$ cat config.mk
export PLATFORM = sky130hd
export DESIGN_NAME = gpio_reg_write_arbiter
export DESIGN_NICKNAME = d
export VERILOG_FILES = /design/src/rtl/gpio_reg_write_arbiter.sv
export SDC_FILE = /design/constraint.sdc
export NUM_CORES = 1
export LEC_CHECK = 0
export ABC_AREA = 1
export ABC_CLOCK_PERIOD_IN_PS = 2340
export CORE_ASPECT_RATIO = 1.5
export CORE_MARGIN = 2
export CORE_UTILIZATION = 63
export CTS_CLUSTER_DIAMETER = 40
export CTS_CLUSTER_SIZE = 8
export DETAILED_ROUTE_END_ITERATION = 12
export DONT_BUFFER_PORTS = 1
export PLACE_DENSITY = 0.79
export SYNTH_ARGS = -nofsm -noshare
export SYNTH_HDL_FRONTEND = slang
export SYNTH_SLANG_ARGS = --single-unit
$ cat constraint.sdc
create_clock -name CLOCK -period 2.34 [get_ports CLOCK]
set_clock_uncertainty 0.15 [all_clocks]
set_input_delay 0.468 -clock CLOCK [delete_from_list [all_inputs] [get_ports CLOCK]]
set_output_delay 0.468 -clock CLOCK [all_outputs]
set_load 0.02 [all_outputs]
$ cat src/rtl/gpio_reg_write_arbiter.sv
// Arbitrates host writes and a default-load sequence onto one register-file write port.
// Define GPIO_ARB_RR_EN for round-robin arbitration; otherwise the host has fixed priority over init.
module gpio_reg_write_arbiter #(
    parameter int                   AddrWidth = 14,
    parameter int                   BusWidth  = 32,
    parameter int                   NumIOReg  = 6,
    parameter logic [AddrWidth-1:0] BaseAddr  = 14'h1100,
    parameter int                   WrGap     = 2
) (
    input  logic                 CLOCK,
    input  logic                 reset_reg,
    input  logic                 h_req,
    input  logic [AddrWidth-1:0] h_addr,
    input  logic [BusWidth-1:0]  h_data,
    output logic                 h_ack,
    output logic                 h_err,
    input  logic                 init_start,
    input  logic [23:0]          init_value,
    output logic                 init_busy,
    output logic                 init_done,
    output logic                 wr_en,
    output logic [AddrWidth-1:0] wr_addr,
    output logic [23:0]          wr_data
);

    localparam int              IdxW    = $clog2(NumIOReg + 1);
    localparam logic [IdxW-1:0] IdxEnd  = IdxW'(NumIOReg);
    localparam logic [3:0]      GapLast = 4'(WrGap - 1);
    localparam logic [31:0]     AddrLo  = 32'(BaseAddr);
    localparam logic [31:0]     AddrHi  = 32'(BaseAddr) + 32'(4 * NumIOReg);

    typedef enum logic [1:0] {IDLE, WRITE, GAP} state_t;

    state_t               state_q, state_d;
    logic [3:0]           gap_q, gap_d;
    logic [IdxW-1:0]      idx_q, idx_d;
    logic                 busy_d;
    logic [23:0]          init_val_q, init_val_d;
    logic                 ack_d, err_d, done_d, wr_en_d;
    logic [AddrWidth-1:0] wr_addr_d;
    logic [23:0]          wr_data_d;
    logic                 host_pend, init_pend, grant_slot, pick_host, addr_ok;
    logic [31:0]          addr_ext;
    logic                 unused_hdata;
`ifdef GPIO_ARB_RR_EN
    logic                 rr_host_q, rr_host_d;
`endif

    assign unused_hdata = ^h_data[BusWidth-1:24];
    assign addr_ext     = 32'(h_addr);
    assign addr_ok      = (h_addr[1:0] == 2'b00) && (addr_ext >= AddrLo) && (addr_ext < AddrHi);
    // A request still held during its own ack cycle is the one just served.
    assign host_pend    = h_req && !h_ack;
    assign init_pend    = init_busy && (idx_q < IdxEnd);
    // The last GAP cycle arbitrates directly so strobes can be WrGap+1 cycles apart.
    assign grant_slot   = (state_q == IDLE) || ((state_q == GAP) && (gap_q == GapLast));
`ifdef GPIO_ARB_RR_EN
    assign pick_host    = host_pend && (!init_pend || rr_host_q);
`else
    assign pick_host    = host_pend;
`endif

    always_comb begin
        state_d    = state_q;
        gap_d      = gap_q;
        idx_d      = idx_q;
        busy_d     = init_busy;
        init_val_d = init_val_q;
        ack_d      = 1'b0;
        err_d      = 1'b0;
        done_d     = 1'b0;
        wr_en_d    = 1'b0;
        wr_addr_d  = wr_addr;
        wr_data_d  = wr_data;
`ifdef GPIO_ARB_RR_EN
        rr_host_d  = rr_host_q;
`endif
        case (state_q)
            WRITE: begin
                state_d = GAP;
                gap_d   = '0;
            end
            GAP: begin
                if (gap_q == GapLast) begin
                    state_d = IDLE;
                    if (init_busy && (idx_q == IdxEnd)) begin
                        busy_d = 1'b0;
                        done_d = 1'b1;
                    end
                end else begin
                    gap_d = gap_q + 4'd1;
                end
            end
            default: ;
        endcase

        if (grant_slot && pick_host) begin
            ack_d = 1'b1;
`ifdef GPIO_ARB_RR_EN
            rr_host_d = 1'b0;
`endif
            if (addr_ok) begin
                state_d   = WRITE;
                wr_en_d   = 1'b1;
                wr_addr_d = h_addr;
                wr_data_d = h_data[23:0];
            end else begin
                state_d = IDLE;
                err_d   = 1'b1;
            end
        end else if (grant_slot && init_pend) begin
            state_d   = WRITE;
            wr_en_d   = 1'b1;
            wr_addr_d = BaseAddr + AddrWidth'({idx_q, 2'b00});
            wr_data_d = init_val_q;
            idx_d     = idx_q + IdxW'(1);
`ifdef GPIO_ARB_RR_EN
            rr_host_d = 1'b1;
`endif
        end

        if (init_start && !init_busy) begin
            init_val_d = init_value;
            busy_d     = 1'b1;
            idx_d      = '0;
        end
    end

    always_ff @(posedge CLOCK) begin
        if (reset_reg) begin
            state_q    <= IDLE;
            gap_q      <= '0;
            idx_q      <= '0;
            init_busy  <= 1'b0;
            init_val_q <= '0;
            h_ack      <= 1'b0;
            h_err      <= 1'b0;
            init_done  <= 1'b0;
            wr_en      <= 1'b0;
            wr_addr    <= '0;
            wr_data    <= '0;
`ifdef GPIO_ARB_RR_EN
            rr_host_q  <= 1'b1;
`endif
        end else begin
            state_q    <= state_d;
            gap_q      <= gap_d;
            idx_q      <= idx_d;
            init_busy  <= busy_d;
            init_val_q <= init_val_d;
            h_ack      <= ack_d;
            h_err      <= err_d;
            init_done  <= done_d;
            wr_en      <= wr_en_d;
            wr_addr    <= wr_addr_d;
            wr_data    <= wr_data_d;
`ifdef GPIO_ARB_RR_EN
            rr_host_q  <= rr_host_d;
`endif
        end
    end

endmodule

==> impl_metrics.py, run 1 <==
metrics = {
    "global_route": {
        "overflow": 0,
        "grt_max_degree": 38,
        "antenna_found_initial": 0,
        "track_usage_pct": 25.8,
        "first_pass_grt_wire_length_mm": 12.5,
        "grt_pass1_vias": 2828,
    },
    "power_and_ir_drop": {
        "leakagePower_uw": 0.00196,
        "powerDensity_mw_per_mm2": 797,
        "vdd.ir_drop.worst_mv": 0.526,
    },
    "route": {
        "routedWlPerCell_um": 13.3,
        "postRouteAntennaNets": 0,
        "postRouteWirelength_mm": 7.79,
        "drtPass1Iterations": 6,
        "remaining_drc_errors": 0,
        "routed-via-count": 3007,
        "vias_per_cell": 5.11,
        "drt_first_iter_violations": 200,
    },
    "synth": {
        "synth_area_leader_cell": "sky130_fd_sc_hd__dfxtp_1",
        "seq_area_frac_synth_pct": 43.2,
        "postSynthNetCount": 596,
        "yosysWarningCount": 0,
        "top_cells_by_area_in_the_synthesized_netlist": "sky130_fd_sc_hd__dfxtp_1 (43%), sky130_fd_sc_hd__nand2_1 (15%), sky130_fd_sc_hd__nor2_1 (13%)",
        "yosysUniqueCellTypes": 28,
        "mappedNetlistArea_mm2": 0.00352,
        "synthCells": 516,
        "postSynthRegisterBits": 76,
        "synth_area_per_cell_um2": 6.82,
        "synth_top_area_share_pct": 43.2,
    },
    "clock_network": {
        "ctsRootBufferMaster": "sky130_fd_sc_hd__clkbuf_8",
        "resized_cells_post_cts": 0,
        "tritoncts.num_buffers": 9,
        "worstSkewPairLatency_ns": 0.35,
        "clock-sinks": 76,
        "holdBufCountCts": 0,
        "clock_buffer_depth": 2,
        "post-cts-setup-buffer-count": 0,
        "cts-htree-levels": 3,
        "cts.clk_slew.worst_paths_ns": 0.08,
        "tritoncts": "yes",
    },
    "setup_path": {
        "maximum_fanout_along_the_worst_path": 19,
        "worst-endpoint-arrival_ns": 2.18,
        "critical_path_buf_inv_count": 1,
        "path_class": "flip-flop to flip-flop",
        "crit_path_max_incr_delay_ns": 0.34,
        "end_kind": "flip-flop",
        "crit_path_start_kind": "flip-flop",
        "cpMaxStageDelayCell": "sky130_fd_sc_hd__nor2_1",
        "critPathMostFrequentCell": "sky130_fd_sc_hd__nor2_1",
        "cp_cell_sequence": "inv_1 -> ha_1 -> nand3_2 -> nand2_2 -> nand2_1 -> nor2_1 -> nor2_4 -> nor2_1 -> nor2_1",
        "critPathTopFamily": "simple AND/OR/NAND/NOR gates",
        "timing.critical_path.required_ns": 2.43,
    },
    "sta": {
        "timing.setup.tns_ns": 0,
        "max_slew_margin_pct": 63.5,
        "rsz0062_at_grt": "false",
        "worstMarginPinSlew_ns": 0.547,
        "max_clock_freq_mhz": 480,
        "timing.final.max_slew_violations": 0,
        "finalSetupViolations": 0,
        "final_hold_viol_count": 0,
        "min_period_over_period_pct": 89.1,
        "final.setup.worst_slack_ns": 0.256,
        "final_period_minus_worst_setup_slack_ns": 2.08,
    },
    "floorplan": {
        "floorplan.die.height_um": 95.5,
        "number_of_placed_i_o_pins": 117,
        "placeableCoreArea_mm2": 0.00541,
        "die_ar_mm2": 0.00621,
        "start_util_pct": 65.0,
        "die_w_um": 65.0,
        "rows": 33,
    },
    "layout": {
        "post_route_cells_drive_above_1_share_pct": 11.2,
        "inserted_diodes": 0,
        "final_net_count": 593,
        "area_growth_syn_to_layout_pct": 7.89,
        "fin_cells": 588,
    },
    "status": {
        "outcome": "finished, final reports clean",
    },
    "placement": {
        "place.detailed.hpwl_mm": 5.09,
        "placedCellCount": 571,
        "gp_congestion": 0.825,
        "placement.io_buffers": 0,
        "pre_cts_slack_ns": 0.0952,
    },
    "hold_path": {
        "hold_path.class": "input port to flip-flop",
    },
    "job": {
        "drv_cap": 0,
    },
}
-- registers in the layout, summed over array words and instances (netlist names) --
| name | flops |
|---|---|
| h_ack | 1 |
| gap_q | 4 |
| init_val_q | 24 |
| wr_addr | 14 |
| wr_data | 24 |
| idx_q | 3 |
| init_done | 1 |
| wr_en | 1 |
| h_err | 1 |
| init_busy | 1 |
| state_q | 2 |
-- final cells by class --
cell class	instances	area (um2)
clock inverters	5	85.1
clock buffers	11	141
fillers	476	1610
well taps	70	87.6
inverters	52	195
flip-flops and latches	76	1520
repair buffers	10	75.1
multi-input cells	364	1690
-- placed cells by master, fill, tap and decap left out --
cell,n
sky130_fd_sc_hd__nand2_4,1
sky130_fd_sc_hd__nor2_4,2
sky130_fd_sc_hd__dfxtp_1,76
sky130_fd_sc_hd__o21ai_1,1
sky130_fd_sc_hd__clkbuf_1,1
sky130_fd_sc_hd__bufinv_16,2
sky130_fd_sc_hd__o21ai_0,29
sky130_fd_sc_hd__a21boi_0,1
sky130_fd_sc_hd__clkinv_4,2
sky130_fd_sc_hd__ha_1,6
sky130_fd_sc_hd__or2_2,1
sky130_fd_sc_hd__clkbuf_8,10
sky130_fd_sc_hd__nor2_1,125
sky130_fd_sc_hd__nand2_1,144
sky130_fd_sc_hd__nand3b_1,1
sky130_fd_sc_hd__clkinvlp_4,1
sky130_fd_sc_hd__nand4_1,1
sky130_fd_sc_hd__inv_1,51
sky130_fd_sc_hd__nand3_1,11
sky130_fd_sc_hd__nand3_2,22
sky130_fd_sc_hd__xor2_1,1
sky130_fd_sc_hd__a21oi_1,8
sky130_fd_sc_hd__nor3_1,3
sky130_fd_sc_hd__nor3b_1,1
sky130_fd_sc_hd__a21oi_4,1
sky130_fd_sc_hd__inv_2,1
sky130_fd_sc_hd__buf_4,10
sky130_fd_sc_hd__nor2_2,4
sky130_fd_sc_hd__nand2_2,1
-- logic make-up after synthesis --
family	synth area share [%]
buffers and inverters	9.25
XOR/XNOR	0.249
adder cells (fa/ha/maj)	2.13
flip-flops	43.2
AND/OR/NAND/NOR	39.0
AO/OA/AOI/OAI	6.08
-- final timing paths --
kind,startpoint,to,slack [ns],cells after the start
max,state_q[0]$_SDFFE_PP0P_,wr_data[17]$_SDFFE_PP0P_,0.26,9
min,reset_reg,wr_addr[0]$_SDFFE_PP0P_,0.03,1
max reg2reg,state_q[0]$_SDFFE_PP0P_,wr_data[17]$_SDFFE_PP0P_,0.26,9
min reg2reg,init_val_q[20]$_SDFFE_PP0P_,init_val_q[20]$_SDFFE_PP0P_,0.33,2
-- metrics by stage --
step                      total power (uW)  area (um2)  util (%)  hold slack [ns]
after global routing                  3180        3800      70.2          0.00925
after detailed placement              1940        3560      65.8            0.312
after floorplan                       1850        3520         -            0.291
after CTS                             3040        3780      70.0           0.0152
after global placement                1920        3560      65.8            0.294
final                                 3030        3800      70.2           0.0331
-- where the power goes --
part | internal (uW) | switching (uW)
combinational | 149 | 274
clock | 634 | 480
sequential | 1380 | 109
-- cell usage after synthesis (all sizes together) --
cell	instances
a21boi	1
a21oi	9
buf	16
clkbuf	9
dfxtp	76
ha	6
inv	52
nand2	146
nand3	33
nand3b	1
nand4	1
nor2	130
nor3	3
nor3b	1
o21ai	30
or2	1
xor2	1
-- per-layer routing --
metal	vias up	track usage [%]	part of all wire, %
met4	0	12.3	1.9
met3	10	6.38	6.9
met1	1346	28.0	41
met5	-	0	0
li1	1563	-	-
met2	88	46.6	51
(Power assumes the default switching activity.)
==> run 2, diff against run 1 <==
--- a/config.mk
+++ b/config.mk
@@ -9,12 +9,12 @@
 export ABC_CLOCK_PERIOD_IN_PS = 2340
 export CORE_ASPECT_RATIO = 1.5
 export CORE_MARGIN = 2
-export CORE_UTILIZATION = 63
+export CORE_UTILIZATION = 55
 export CTS_CLUSTER_DIAMETER = 40
 export CTS_CLUSTER_SIZE = 8
 export DETAILED_ROUTE_END_ITERATION = 12
 export DONT_BUFFER_PORTS = 1
-export PLACE_DENSITY = 0.79
+export PLACE_DENSITY = 0.7
 export SYNTH_ARGS = -nofsm -noshare
 export SYNTH_HDL_FRONTEND = slang
 export SYNTH_SLANG_ARGS = --single-unit
==> run 2 against run 1 <==
Sequential power about the same. Total power up 2.2%. Largest power group unchanged. Sequential share of layout area down 0.12 points. Critical path type unchanged. Clock-buffer cell count shrank 1. Register-to-register slack improved by 0.02 ns. Sequential cell count unchanged. Critical endpoint is now wr_addr[13]$_SDFFE_PP0P_.
==> impl_metrics.py, run 2 (synthesized netlist as in run 1, its figures left out) <==
metrics = {
    "status": {
        "outcome": "finished, final reports clean",
    },
    "sta": {
        "final_hold_viol_count": 0,
        "timing.setup.tns_ns": 0,
        "final_period_minus_worst_setup_slack_ns": 2.06,
        "final.setup.worst_slack_ns": 0.276,
        "worstMarginPinSlew_ns": 0.568,
        "finalSetupViolations": 0,
        "max_slew_margin_pct": 62.0,
        "min_period_over_period_pct": 88.2,
        "rsz0062_at_grt": "false",
        "timing.final.max_slew_violations": 0,
        "max_clock_freq_mhz": 484,
    },
    "job": {
        "drv_cap": 0,
    },
    "setup_path": {
        "end_kind": "flip-flop",
        "critPathTopFamily": "simple AND/OR/NAND/NOR gates",
        "cpMaxStageDelayCell": "sky130_fd_sc_hd__nor2_4",
        "critical_path_buf_inv_count": 1,
        "crit_path_max_incr_delay_ns": 0.49,
        "crit_path_start_kind": "flip-flop",
        "maximum_fanout_along_the_worst_path": 19,
        "timing.critical_path.required_ns": 2.48,
        "path_class": "flip-flop to flip-flop",
        "cp_cell_sequence": "inv_1 -> ha_1 -> nand3_2 -> nand2_2 -> nand2_1 -> nor2_1 -> nor2_4 -> nand2_1 -> nor2_1",
        "worst-endpoint-arrival_ns": 2.20,
    },
    "layout": {
        "mostFrequentLayoutCells": "sky130_fd_sc_hd__nand2_1 (144), sky130_fd_sc_hd__nor2_1 (125), sky130_fd_sc_hd__dfxtp_1 (76), sky130_fd_sc_hd__inv_1 (51), sky130_fd_sc_hd__o21ai_0 (29)",
        "mostFrequentLayoutCell": "sky130_fd_sc_hd__nand2_1",
        "post_route_cells_drive_above_1_share_pct": 11.0,
        "nFillCells": 567,
        "final_net_count": 592,
        "fin_cells": 591,
        "area_growth_syn_to_layout_pct": 8.21,
        "inserted_diodes": 0,
        "largest_registers": "init_val_q: 24 flops, wr_data: 24 flops, wr_addr: 14 flops",
    },
    "placement": {
        "place.detailed.hpwl_mm": 5.25,
        "gp_congestion": 0.873,
        "pre_cts_slack_ns": 0.0580,
        "placement.io_buffers": 0,
        "placedCellCount": 574,
    },
    "floorplan": {
        "rows": 35,
        "die_ar_mm2": 0.00707,
        "die_w_um": 69.3,
        "start_util_pct": 57.0,
        "placeableCoreArea_mm2": 0.00617,
        "floorplan.die.height_um": 102,
        "number_of_placed_i_o_pins": 117,
    },
    "hold_path": {
        "hold_path.class": "input port to flip-flop",
    },
    "clock_network": {
        "tritoncts": "yes",
        "ctsRootBufferMaster": "sky130_fd_sc_hd__clkbuf_8",
        "cts-htree-levels": 3,
        "cts.clk_slew.worst_paths_ns": 0.08,
        "clock_buffer_depth": 2,
        "post-cts-setup-buffer-count": 0,
        "clock-sinks": 76,
        "worstSkewPairLatency_ns": 0.34,
        "tritoncts.num_buffers": 9,
    },
    "power_and_ir_drop": {
        "vdd.ir_drop.worst_mv": 0.432,
        "leakagePower_uw": 0.00196,
        "powerDensity_mw_per_mm2": 812,
    },
    "route": {
        "drtPass1Iterations": 7,
        "postRouteWirelength_mm": 7.85,
        "vias_per_cell": 5.08,
        "routedWlPerCell_um": 13.3,
        "drt_first_iter_violations": 111,
        "postRouteAntennaNets": 0,
        "remaining_drc_errors": 0,
        "routed-via-count": 3003,
    },
    "global_route": {
        "overflow": 0,
        "first_pass_grt_wire_length_mm": 12.8,
        "antenna_found_initial": 0,
        "grt_max_degree": 38,
        "grt_pass1_vias": 2911,
        "track_usage_pct": 22.4,
    },
}
## run 2: through the flow
step	area, um2	utilization [%]	power [uW]	hold WS [ns]
after floorplan	3520	-	1850	0.291
after global placement	3560	57.6	1920	0.294
after detailed placement	3560	57.6	1930	0.299
after CTS	3800	61.5	3120	0.0155
after global routing	3810	61.7	3240	0.0181
final	3810	61.7	3090	0.0306
## run 2: cell type report
class	count	area, um2	share of cell area (%)
Multi-Input combinational cell	364	1690	44.4
Clock buffer	10	128	3.35
Inverter	52	195	5.13
Clock inverter	6	113	2.96
Sequential cell	76	1520	40.0
Timing Repair Buffer	9	67.6	1.77
Tap cell	74	92.6	2.43
## run 2: what timing repair did
item / 4_1_cts / 5_1_grt
resized for setup: 0 / 1
setup endpoints to repair: 0 / 37
hold buffers: 0 / 0
## run 2: layer usage
layer	share of wire, %	up-vias	track usage [%]
met5	0	-	0
met4	1.8	0	10.1
met1	41	1350	23.5
li1	-	1554	-
met3	5.9	13	6.21
met2	51	86	41.8
## run 2: worst register-to-register path, cell delays in order (launching register included)
cell and delay, ns:
sky130_fd_sc_hd__dfxtp_1 0.33, sky130_fd_sc_hd__inv_1 0.06, sky130_fd_sc_hd__ha_1 0.27, sky130_fd_sc_hd__nand3_2 0.17, sky130_fd_sc_hd__nand2_2 0.10, sky130_fd_sc_hd__nand2_1 0.09, sky130_fd_sc_hd__nor2_1 0.11, sky130_fd_sc_hd__nor2_4 0.49
sky130_fd_sc_hd__nand2_1 0.12, sky130_fd_sc_hd__nor2_1 0.12
## run 2: worst paths after layout
kind | from | end | slack [ns] | cells after the start
worst max-delay path | state_q[0]$_SDFFE_PP0P_ | wr_addr[13]$_SDFFE_PP0P_ | 0.28 | 9
worst max register to register | state_q[0]$_SDFFE_PP0P_ | wr_addr[13]$_SDFFE_PP0P_ | 0.28 | 9
worst min register to register | init_val_q[20]$_SDFFE_PP0P_ | init_val_q[20]$_SDFFE_PP0P_ | 0.31 | 2
worst min-delay path | reset_reg | init_val_q[20]$_SDFFE_PP0P_ | 0.03 | 1
## run 2: power breakdown
part           total, uW  switching, uW  internal (uW)
clock               1190            475            710
combinational        418            271            147
sequential          1490            107           1380
==> run 3, diff against run 2 <==
--- a/config.mk
+++ b/config.mk
@@ -6,15 +6,15 @@
 export NUM_CORES = 1
 export LEC_CHECK = 0
 export ABC_AREA = 1
-export ABC_CLOCK_PERIOD_IN_PS = 2340
+export ABC_CLOCK_PERIOD_IN_PS = 1700
+export BUFFER_PORTS_ARGS = -buffer_cell sky130_fd_sc_hd__clkbuf_2
 export CORE_ASPECT_RATIO = 1.5
 export CORE_MARGIN = 2
-export CORE_UTILIZATION = 55
+export CORE_UTILIZATION = 45
 export CTS_CLUSTER_DIAMETER = 40
 export CTS_CLUSTER_SIZE = 8
 export DETAILED_ROUTE_END_ITERATION = 12
-export DONT_BUFFER_PORTS = 1
-export PLACE_DENSITY = 0.7
+export PLACE_DENSITY = 0.75
 export SYNTH_ARGS = -nofsm -noshare
 export SYNTH_HDL_FRONTEND = slang
 export SYNTH_SLANG_ARGS = --single-unit
==> constraint.sdc (replaced) <==
create_clock -name CLOCK -period 1.7 [get_ports CLOCK]
set_clock_uncertainty 0.15 [all_clocks]
set_input_delay 0.34 -clock CLOCK [delete_from_list [all_inputs] [get_ports CLOCK]]
set_output_delay 0.34 -clock CLOCK [all_outputs]
set_load 0.02 [all_outputs]
==> run 3 against run 2 <==
First-iteration DRC count up 66%. Utilization is 3.1 points higher. Highest routed layer unchanged. Non-clock buffer count is 134 higher. Total power rose by 66%. The flow now finishes with violations (negative setup slack).
==> impl_metrics.py, run 3 (synthesized netlist as in run 1, its figures left out) <==
metrics = {
    "layout": {
        "mostFrequentLayoutCells": "sky130_fd_sc_hd__nand2_1 (138), sky130_fd_sc_hd__nor2_1 (118), sky130_fd_sc_hd__clkbuf_2 (108), sky130_fd_sc_hd__dfxtp_1 (73), sky130_fd_sc_hd__inv_1 (47)",
        "mostFrequentLayoutCell": "sky130_fd_sc_hd__nand2_1",
        "largest_registers": "init_val_q: 24 flops, wr_data: 24 flops, wr_addr: 14 flops",
        "post_route_cells_drive_above_1_share_pct": 32.9,
        "final_net_count": 725,
        "multiInputGateArea_mm2": 0.00178,
        "nFillCells": 675,
        "area_growth_syn_to_layout_pct": 40.0,
        "inserted_diodes": 0,
        "final-seq-area_mm2": 0.00153,
    },
    "floorplan": {
        "floorplan.die.height_um": 112,
        "die_w_um": 76.2,
        "rows": 39,
        "placeableCoreArea_mm2": 0.00761,
        "number_of_placed_i_o_pins": 117,
        "die_ar_mm2": 0.00856,
        "start_util_pct": 46.2,
    },
    "global_route": {
        "grt_pass1_vias": 3541,
        "first_pass_grt_wire_length_mm": 15.3,
        "grt_max_degree": 35,
        "overflow": 0,
        "antenna_found_initial": 0,
        "track_usage_pct": 22.0,
    },
    "placement": {
        "placement.io_buffers": 108,
        "place.detailed.hpwl_mm": 6.31,
        "pre_cts_slack_ns": -0.0894,
        "gp_congestion": 0.817,
    },
    "hold_path": {
        "timing.hold.worst_endpoint": "init_val_q[18]$_SDFFE_PP0P_",
        "min_delay_path_depth": 3,
        "hold_path.class": "input port to flip-flop",
        "worstHoldStart": "init_value[18]",
    },
    "sta": {
        "final_hold_viol_count": 0,
        "worstMarginPinSlew_ns": 0.467,
        "min_period_over_period_pct": 100,
        "max_clock_freq_mhz": 588,
        "rsz0062_at_grt": "true",
        "timing.final.max_slew_violations": 0,
        "max_slew_margin_pct": 68.9,
        "final_period_minus_worst_setup_slack_ns": 1.70,
        "final.setup.worst_slack_ns": -0.000844,
        "finalSetupViolations": 1,
    },
    "power_and_ir_drop": {
        "powerDensity_mw_per_mm2": 1040,
        "design_power_total_uw": 5130,
        "vdd.ir_drop.worst_mv": 0.764,
        "leakagePower_uw": 0.00268,
    },
    "job": {
        "drv_cap": 0,
    },
    "setup_path": {
        "worstReg2RegStart": "state_q[1]$_SDFFE_PP0P_",
        "reg2reg_slack_ns": -0.0008,
        "crit_path_max_incr_delay_ns": 0.36,
        "worst-endpoint-arrival_ns": 1.82,
        "maximum_fanout_along_the_worst_path": 12,
        "cpMaxStageDelayCell": "sky130_fd_sc_hd__dfxtp_4",
        "critPathTopFamily": "simple AND/OR/NAND/NOR gates",
        "cp_cell_sequence": "inv_1 -> ha_2 -> inv_2 -> nand2_4 -> nand2_4 -> nor2_4 -> nor2_4 -> clkbuf_16 -> nor2_1 -> nor2_1",
        "crit_path_start_kind": "flip-flop",
        "rr_endpoint": "wr_data[14]$_SDFFE_PP0P_",
        "critical_path_buf_inv_count": 3,
        "crit_cells": 10,
        "rr_worst_depth": 10,
        "end_kind": "flip-flop",
        "path_class": "flip-flop to flip-flop",
        "timing.critical_path.required_ns": 1.82,
    },
    "clock_network": {
        "clock_buffer_depth": 2,
        "holdBufCountCts": 0,
        "tritoncts": "yes",
        "ctsRootBufferMaster": "sky130_fd_sc_hd__clkbuf_16",
        "clock-sinks": 76,
        "cts.clk_slew.worst_paths_ns": 0.06,
        "worstSkewPairLatency_ns": 0.33,
        "cts-htree-levels": 3,
        "tritoncts.num_buffers": 9,
    },
    "route": {
        "drt_first_iter_violations": 184,
        "routedWlPerCell_um": 12.7,
        "postRouteWirelength_mm": 9.57,
        "vias_per_cell": 4.77,
        "drtPass1Iterations": 4,
        "routed-via-count": 3589,
        "postRouteAntennaNets": 0,
        "remaining_drc_errors": 0,
    },
    "status": {
        "failed_checks": "negative setup slack",
        "outcome": "finished, violations left",
    },
}
[run 3: cell types whose count changed in the layout (fill, tap and decap cells not counted), sizes merged]
| cell | change |
|---|---|
| buf | +22 |
| clkbuf | +114 |
| nor2 | -1 |
| clkinv | -2 |
[run 3: per-layer routing]
layer | track usage, % | share of wire (%)
met1 | 23.7 | 40
met2 | 40.8 | 53
met3 | 5.39 | 5.5
met4 | 9.45 | 1.7
met5 | 0 | 0
[run 3: worst reg2reg max path: cells and delay by family (launching register included)]
| family | cells | cell delay [ns] |
|---|---|---|
| simple gates | 6 | 0.61 |
| fa+ha+maj | 1 | 0.16 |
| buf+inv | 3 | 0.37 |
| flops | 1 | 0.36 |
[run 3: layout make-up]
cell class,count,area share (%)
clock inverter,4,1.93
sequential,76,31.0
inverter,52,3.96
clock buffer,12,5.21
tap,102,2.59
multi-input combinational,363,36.2
timing repair buffer,143,19.1
[run 3: what timing repair did]
item                       4_1_cts  5_1_grt
pin swaps                        1        8
setup endpoints to repair       37       43
hold endpoints to repair         0        0
gates cloned                     0        4
resized for setup                5       35
setup buffers                    1        5
[run 3: through the flow]
step	cell area, um2	TNS, ns	instances	util (%)	hold WS (ns)
floorplan	3530	0	516	-	0.291
global placement	4310	-0.00623	726	56.6	0.275
detailed placement	4310	-2.00	726	56.6	0.278
CTS	4690	0	743	61.6	0.0784
global route	4930	-2.61	752	64.7	0.0842
finish	4930	-0.000844	752	64.7	0.0819
[run 3: worst max-delay path by stage]
stage,from,endpoint
after CTS,gap_q[1]$_SDFFE_PP0P_,wr_data[13]$_SDFFE_PP0P_
final,state_q[1]$_SDFFE_PP0P_,wr_data[14]$_SDFFE_PP0P_
after global routing,gap_q[1]$_SDFFE_PP0P_,wr_data[13]$_SDFFE_PP0P_
after detailed placement,gap_q[1]$_SDFFE_PP0P_,wr_data[13]$_SDFFE_PP0P_
after global placement,gap_q[1]$_SDFFE_PP0P_,wr_data[13]$_SDFFE_PP0P_
after floorplan,state_q[0]$_SDFFE_PP0P_,wr_data[10]$_SDFFE_PP0P_
[run 3: where the power goes]
part | internal (uW) | switching, uW | total (uW)
Sequential | 1900 | 62.7 | 1970
Combinational | 392 | 560 | 952
Clock | 1510 | 703 | 2210
